$ cat src/rtl/jt51_lfo_pkg.sv
// Shared encodings and constants for the OPM low-frequency oscillator.
package jt51_lfo_pkg;

    localparam logic [1:0] W_SAW   = 2'd0;
    localparam logic [1:0] W_SQR   = 2'd1;
    localparam logic [1:0] W_TRI   = 2'd2;
    localparam logic [1:0] W_NOISE = 2'd3;

    typedef enum logic [1:0] {
        IDLE,
        MUL,
        DONE
    } lfo_state_e;

    // Bits 16 and 13 of the register, i.e. taps 17 and 14.
    localparam logic [16:0] LFSR_TAPS = 17'h12000;
    localparam int          MUL_STEPS = 7;

    function automatic logic lfsr_feedback(input logic [16:0] state);
        return ^(state & LFSR_TAPS);
    endfunction

endpackage

$ cat src/rtl/jt51_lfo_mul.sv
// Sequential 8x7 shift-add multiplier; one multiplier bit per cen-cycle.
// SIGNED_A selects two's complement interpretation of the 8-bit operand.
module jt51_lfo_mul #(
    parameter bit SIGNED_A = 1'b0
) (
    input  logic        clk,
    input  logic        rst,
    input  logic        cen,
    input  logic        start,
    input  logic        abort,
    input  logic [7:0]  a,
    input  logic [6:0]  b,
    output logic [14:0] prod,
    output logic        done
);
    import jt51_lfo_pkg::*;

    localparam logic [2:0] LAST_STEP = 3'(MUL_STEPS - 1);

    logic [14:0] mcand_q, mcand_d;
    logic [6:0]  mplier_q, mplier_d;
    logic [14:0] prod_q, prod_d;
    logic [2:0]  cnt_q, cnt_d;
    logic        busy_q, busy_d;
    logic [14:0] a_ext;

    assign a_ext = SIGNED_A ? {{7{a[7]}}, a} : {7'b0, a};

    // done marks the cen-cycle whose edge performs the final step.
    assign done = cen & busy_q & ~start & ~abort & (cnt_q == LAST_STEP);
    assign prod = prod_q;

    always_comb begin
        mcand_d  = mcand_q;
        mplier_d = mplier_q;
        prod_d   = prod_q;
        cnt_d    = cnt_q;
        busy_d   = busy_q;
        if (cen) begin
            if (abort) begin
                busy_d = 1'b0;
            end else if (start) begin
                mcand_d  = a_ext;
                mplier_d = b;
                prod_d   = '0;
                cnt_d    = '0;
                busy_d   = 1'b1;
            end else if (busy_q) begin
                if (mplier_q[0]) begin
                    prod_d = prod_q + mcand_q;
                end
                mcand_d  = mcand_q << 1;
                mplier_d = mplier_q >> 1;
                cnt_d    = cnt_q + 3'd1;
                if (cnt_q == LAST_STEP) begin
                    busy_d = 1'b0;
                end
            end
        end
    end

    always_ff @(posedge clk) begin
        if (rst) begin
            mcand_q  <= '0;
            mplier_q <= '0;
            prod_q   <= '0;
            cnt_q    <= '0;
            busy_q   <= 1'b0;
        end else begin
            mcand_q  <= mcand_d;
            mplier_q <= mplier_d;
            prod_q   <= prod_d;
            cnt_q    <= cnt_d;
            busy_q   <= busy_d;
        end
    end

endmodule

$ cat src/rtl/jt51_lfo.sv
// OPM LFO: phase accumulator, noise LFSR, four waveforms and depth scaling.
// Define JT51_LFO_PHASE_OUT_EN to expose the accumulator phase on phase_o.
module jt51_lfo #(
    parameter int          ACC_W = 20,
    parameter logic [16:0] SEED  = 17'h1
) (
    input  logic       clk,
    input  logic       rst,
    input  logic       cen,
    input  logic       zero,
    input  logic       lfo_rst,
    input  logic [7:0] lfo_freq,
    input  logic [1:0] lfo_w,
    input  logic [6:0] lfo_amd,
    input  logic [6:0] lfo_pmd,
    output logic [6:0] am,
`ifdef JT51_LFO_PHASE_OUT_EN
    output logic [7:0] pm,
    output logic [7:0] phase_o
`else
    output logic [7:0] pm
`endif
);
    import jt51_lfo_pkg::*;

    logic [ACC_W-1:0] acc_q, acc_d;
    logic [ACC_W-1:0] acc_step;
    logic [ACC_W:0]   acc_sum;
    logic             acc_wrap;
    logic [7:0]       phase;
    logic [16:0]      lfsr_q, lfsr_d;
    logic [7:0]       noise_q, noise_d;
    lfo_state_e       state_q, state_d;
    logic [6:0]       am_q, am_d;
    logic [7:0]       pm_q, pm_d;
    logic [7:0]       ua, sp, tri_val;
    logic             mul_start, mul_abort;
    logic [14:0]      am_prod, pm_prod;
    logic             am_done, pm_done;
    logic             unused_mul;

    assign acc_step = ACC_W'({1'b1, lfo_freq[3:0]}) << lfo_freq[7:4];
    assign acc_sum  = {1'b0, acc_q} + {1'b0, acc_step};
    assign acc_wrap = acc_sum[ACC_W];
    assign phase    = acc_q[ACC_W-1 -: 8];

    assign mul_abort = cen & lfo_rst;
    assign mul_start = cen & ~lfo_rst & zero;

    always_comb begin
        acc_d   = acc_q;
        lfsr_d  = lfsr_q;
        noise_d = noise_q;
        if (cen) begin
            if (lfo_rst) begin
                acc_d = '0;
            end else if (zero) begin
                acc_d  = acc_sum[ACC_W-1:0];
                lfsr_d = {lfsr_q[15:0], lfsr_feedback(lfsr_q)};
                if (acc_wrap) begin
                    noise_d = lfsr_q[7:0];
                end
            end
        end
    end

    // Raw waveform operands; only meaningful on the tick, where the multipliers latch them.
    always_comb begin
        tri_val = phase[7] ? (8'd255 - {phase[6:0], 1'b0}) : {phase[6:0], 1'b0};
        ua      = 8'd255 - phase;
        sp      = phase - 8'd128;
        case (lfo_w)
            W_SAW: begin
                ua = 8'd255 - phase;
                sp = phase - 8'd128;
            end
            W_SQR: begin
                ua = phase[7] ? 8'd0 : 8'd255;
                sp = phase[7] ? 8'h80 : 8'h7F;
            end
            W_TRI: begin
                ua = tri_val;
                sp = tri_val - 8'd128;
            end
            W_NOISE: begin
                ua = noise_q;
                sp = noise_q - 8'd128;
            end
            default: ;
        endcase
    end

    jt51_lfo_mul #(.SIGNED_A(1'b0)) u_am_mul (
        .clk   (clk),
        .rst   (rst),
        .cen   (cen),
        .start (mul_start),
        .abort (mul_abort),
        .a     (ua),
        .b     (lfo_amd),
        .prod  (am_prod),
        .done  (am_done)
    );

    jt51_lfo_mul #(.SIGNED_A(1'b1)) u_pm_mul (
        .clk   (clk),
        .rst   (rst),
        .cen   (cen),
        .start (mul_start),
        .abort (mul_abort),
        .a     (sp),
        .b     (lfo_pmd),
        .prod  (pm_prod),
        .done  (pm_done)
    );

    // Both multipliers run in lockstep, so the AM unit's done paces the FSM.
    assign unused_mul = &{1'b0, am_prod[7:0], pm_prod[6:0], pm_done};

    always_comb begin
        state_d = state_q;
        am_d    = am_q;
        pm_d    = pm_q;
        if (cen) begin
            if (lfo_rst) begin
                state_d = IDLE;
            end else if (zero) begin
                state_d = MUL;
            end else begin
                case (state_q)
                    MUL: begin
                        if (am_done) begin
                            state_d = DONE;
                        end
                    end
                    DONE: begin
                        am_d    = am_prod[14:8];
                        pm_d    = pm_prod[14:7];
                        state_d = IDLE;
                    end
                    default: ;
                endcase
            end
        end
    end

    always_ff @(posedge clk) begin
        if (rst) begin
            acc_q   <= '0;
            lfsr_q  <= SEED;
            noise_q <= '0;
            state_q <= IDLE;
            am_q    <= '0;
            pm_q    <= '0;
        end else begin
            acc_q   <= acc_d;
            lfsr_q  <= lfsr_d;
            noise_q <= noise_d;
            state_q <= state_d;
            am_q    <= am_d;
            pm_q    <= pm_d;
        end
    end

    assign am = am_q;
    assign pm = pm_q;

`ifdef JT51_LFO_PHASE_OUT_EN
    assign phase_o = phase;
`endif

endmodule

$ cat config.mk
export PLATFORM = sky130hd
export DESIGN_NAME = jt51_lfo
export DESIGN_NICKNAME = d
export VERILOG_FILES = /design/src/rtl/jt51_lfo_pkg.sv /design/src/rtl/jt51_lfo_mul.sv /design/src/rtl/jt51_lfo.sv
export SDC_FILE = /design/constraint.sdc
export NUM_CORES = 1
export LEC_CHECK = 0
export CAP_MARGIN = 5
export CORE_ASPECT_RATIO = 1.75
export CORE_MARGIN = 2
export CORE_UTILIZATION = 41
export CTS_CLUSTER_SIZE = 28
export DETAILED_ROUTE_END_ITERATION = 10
export GPL_TIMING_DRIVEN = 0
export PLACE_DENSITY = 0.6
export SYNTH_ARGS = -nofsm -noshare
export SYNTH_HDL_FRONTEND = slang
export SYNTH_SLANG_ARGS = --single-unit
$ cat constraint.sdc
create_clock -name clk -period 9 [get_ports clk]
set_clock_uncertainty 0.05 [all_clocks]
set_input_delay 1.35 -clock clk [delete_from_list [all_inputs] [get_ports clk]]
set_output_delay 1.35 -clock clk [all_outputs]
set_load 0.005 [all_outputs]
==> results of run 1 <==
[logic make-up (layout without fill, tap and decap cells)]
| kind of cell | Yosys count | count (layout) | synth area share (%) |
|---|---|---|---|
| AND/OR/NAND/NOR | 377 | 377 | 20.3 |
| AO/OA/AOI/OAI | 317 | 317 | 25.2 |
| flip-flops | 144 | 144 | 34.9 |
| buffers and inverters | 85 | 156 | 4.37 |
| adder cells (fa/ha/maj) | 57 | 57 | 8.91 |
| XOR/XNOR | 36 | 36 | 3.82 |
| multiplexers | 19 | 19 | 2.41 |
[sequential cells by signal, indices dropped and copies added, names as in the netlist]
name               flops
u_am_mul.mplier_q      7
acc_q                 20
u_pm_mul.busy_q        1
u_pm_mul.mcand_q      15
u_pm_mul.mplier_q      7
pm                     8
lfsr_q                17
u_am_mul.mcand_q      15
am                     7
u_pm_mul.prod         15
u_am_mul.busy_q        1
state_q                2
u_am_mul.prod         15
u_am_mul.cnt_q         3
u_pm_mul.cnt_q         3
noise_q                8
[stage by stage]
step,hold WS (ns),setup slack [ns],cells,power [mW]
5_1_grt,0.424,4.25,1351,1.50
6_report,0.400,4.48,1351,1.45
2_1_floorplan,0.380,4.98,1035,0.765
4_1_cts,0.403,4.50,1351,1.46
3_3_place_gp,0.389,4.09,1321,0.815
3_5_place_dp,0.395,4.06,1321,0.816
[per-layer routing]
layer / global-route usage (%) / up-vias
li1: - / 3830
met1: 22.2 / 3539
met2: 44.0 / 142
met3: 3.38 / 55
met4: 12.9 / 0
met5: 0 / -
[where the power goes]
part	internal (mW)	switching [mW]
combinational	0.0532	0.0904
clock	0.385	0.263
sequential	0.649	0.00998
total	1.09	0.363
[final cells by class]
cell class	instances	area, µm²
Clock buffer	26	509
Clock inverter	4	27.5
Fill cell	2012	10200
Timing Repair Buffer	41	410
Buffer	60	267
Multi-Input combinational cell	806	5010
Tap cell	245	307
Inverter	25	93.8
Sequential cell	144	2880
[Yosys cell counts (all sizes together) (6+ instances only)]
library cell / instances
a21o: 12
a211oi: 30
xor2: 14
o21ai: 64
o22ai: 6
mux2: 7
nand2b: 15
a311oi: 16
nand2: 131
a22o: 18
buf: 18
o21a: 7
inv: 24
nor3b: 6
a22oi: 26
nor2: 122
nand3: 20
xnor2: 22
ha: 54
nor2b: 21
dfxtp: 144
clkbuf: 42
a21oi: 97
nor3: 35
o21bai: 8
mux2i: 12
[critical path, stage by stage]
cell             delay, ns
clkdlybuf4s50_1       0.49
clkbuf_1              0.29
nand2b_1              0.23
nor3_1                0.09
ha_1                  0.25
fa_1                  0.45
a211oi_2              0.26
o21ai_1               0.16
a31oi_2               0.33
o21ai_1               0.20
a21oi_4               0.37
mux2i_1               0.24
nor2_1                0.06
[worst max-delay path by stage]
stage | end | slack (ns) | cells after the start
after floorplan | acc_q[15]$_SDFFE_PP0P_ | 4.98 | 12
after global placement | noise_q[4]$_SDFFE_PP0P_ | 4.09 | 13
after detailed placement | noise_q[4]$_SDFFE_PP0P_ | 4.06 | 13
after CTS | noise_q[4]$_SDFFE_PP0P_ | 4.50 | 13
after global routing | noise_q[1]$_SDFFE_PP0P_ | 4.25 | 13
final | noise_q[4]$_SDFFE_PP0P_ | 4.48 | 13
==> results.md, run 1 <==
* Status: finished, final reports clean
* Power Density at 153 mW/mm²
* Hpwl dp at 18.0 mm
* Routed wire per std cell at 17.1 µm
* Most common cell after layout, fill and taps aside: dfxtp_1
* Leakage at 3.64 nW
* Hold Startpoint: am[5]$_SDFFE_PP0P_
* Cell Area, Synth at 0.00825 mm²
* Req. time, crit path at 9.25 ns
* Top Layer Used: met4
* Worst Path Max Fanout at 10
* Die Y at 192 µm
* Drt initial violations at 353
* Crit path from: lfo_freq[5]
* Initial antenna violation count at 0
* Unrepaired setup endpoints after global routing: false
* Clock Tree Buf Depth at 2
* Ant diodes at 0
* Maxcap violations at 0
* Clk Latency, worst-skew pair at 0.43 ns
* Core ar. at 0.0197 mm²
* Pre-antenna DRT Iters at 4
* P&R area growth vs syn at 15.2%
* WHS Path Cells at 2
* Share of cells above drive strength 1 at 5.15%
* Port Buf Inserts at 41
* GPL Wtd Cong at 0.917
* Worst Setup End Kind: register
* Met3 WL at 606 µm
* Tcrit/Tclk final at 50.3%
* Normalized max-slew margin at 47.8%
* H-tree levels at 4
* Starting Density at 41.8%
* Synth async-reset ratio at 0%
* Flop2flop setup slack at 6.19 ns
* FF+latch count, synth at 144
* Final Setup Violations at 0
* Post-synth EDFFs at 0
* Metal1 wirelength at 8.76 mm
* Fin Setup TNS at 0 ns
* Synth Flop Type: dfxtp_1
* First-pass GRT wire length at 38.1 mm
* Hold_buf cts at 0
* DRC at 0
* Area contributors post-synth: dfxtp_1 (35%), ha_1 (8.2%), nand2_1 (6.0%)
* Post-CTS setup buffers at 0
* Routed wire length at 23.1 mm
* Vias per cell at 5.60
* Routed Antenna Nets at 0
* Final Max Slew Viols at 0
* CTS tree: yes
* Final Hold Fails at 0
* CP startpoint kind: input port
* CTS sink count at 144
* Max rail drop VDD at 0.104 mV
* Pin count of the biggest net entering global routing at 17
* Root buffer cell: clkbuf_16
* R2r startpoint: acc_q[0]$_SDFFE_PP0P_
* Type of the worst min-delay path: register to register
* Worst setup path class: input port to register
* Worst r2r path cells at 9
* Vias in the first global route at 7693
* Clock slew at reported path FFs at 0.05 ns
* Final Critical Period at 4.52 ns
* Worst R2R End: noise_q[4]$_SDFFE_PP0P_
* Syn. warnings at 0
* Register area share after synthesis at 34.9%
* Detailed-route via count at 7566
* Dominant cell type by area after synthesis: dfxtp_1
* Nets at 1181
* GR Util All Layers at 22.5%
* Highest clock rate at 221 MHz
* Mapped Avg Cell Area at 7.97 µm²
* Layout Utilization at 48.2%
* I/O Pins at 44
* Finished layout cell area at 0.00951 mm²
* Cells after synthesis at 1035
* CTS-repair resized insts at 0
* Area of placed instances at 0.00897 mm²
* Post-synthesis net count at 1121
* Arr. time, crit path at 4.77 ns
* Worst-Margin Slew at 0.777 ns
* Die area at 0.0213 mm²
* Total gr overflow at 0
* Routed wl met2 at 12.5 mm
* CTS Buf Count at 17
* FP Rows at 68
* Die width at 111 µm
* Most frequent cells in the layout: dfxtp_1 (144), nand2_1 (131), nor2_1 (122)
* Distinct cells, synth at 66
* Share of the synthesized area in the top cell type at 34.9%
* Worst Hold Path EP: am[5]$_SDFFE_PP0P_
(Power assumes the default switching activity.)
==> run 2: changes to the inputs <==
- clock period: 9 -> 4.6 ns (I/O delays scaled with it)
==> results of run 2 <==
The final DEF is identical to that of run 1. Status: finished, final reports clean.
Main changes from that run: setup slack after placement 4.06 ns -> 0.320 ns; setup slack after layout 4.48 ns -> 0.736 ns; register-to-register setup slack 6.19 ns -> 1.79 ns; total power 1.45 mW -> 2.84 mW; worst IR drop on VDD 0.104 mV -> 0.203 mV
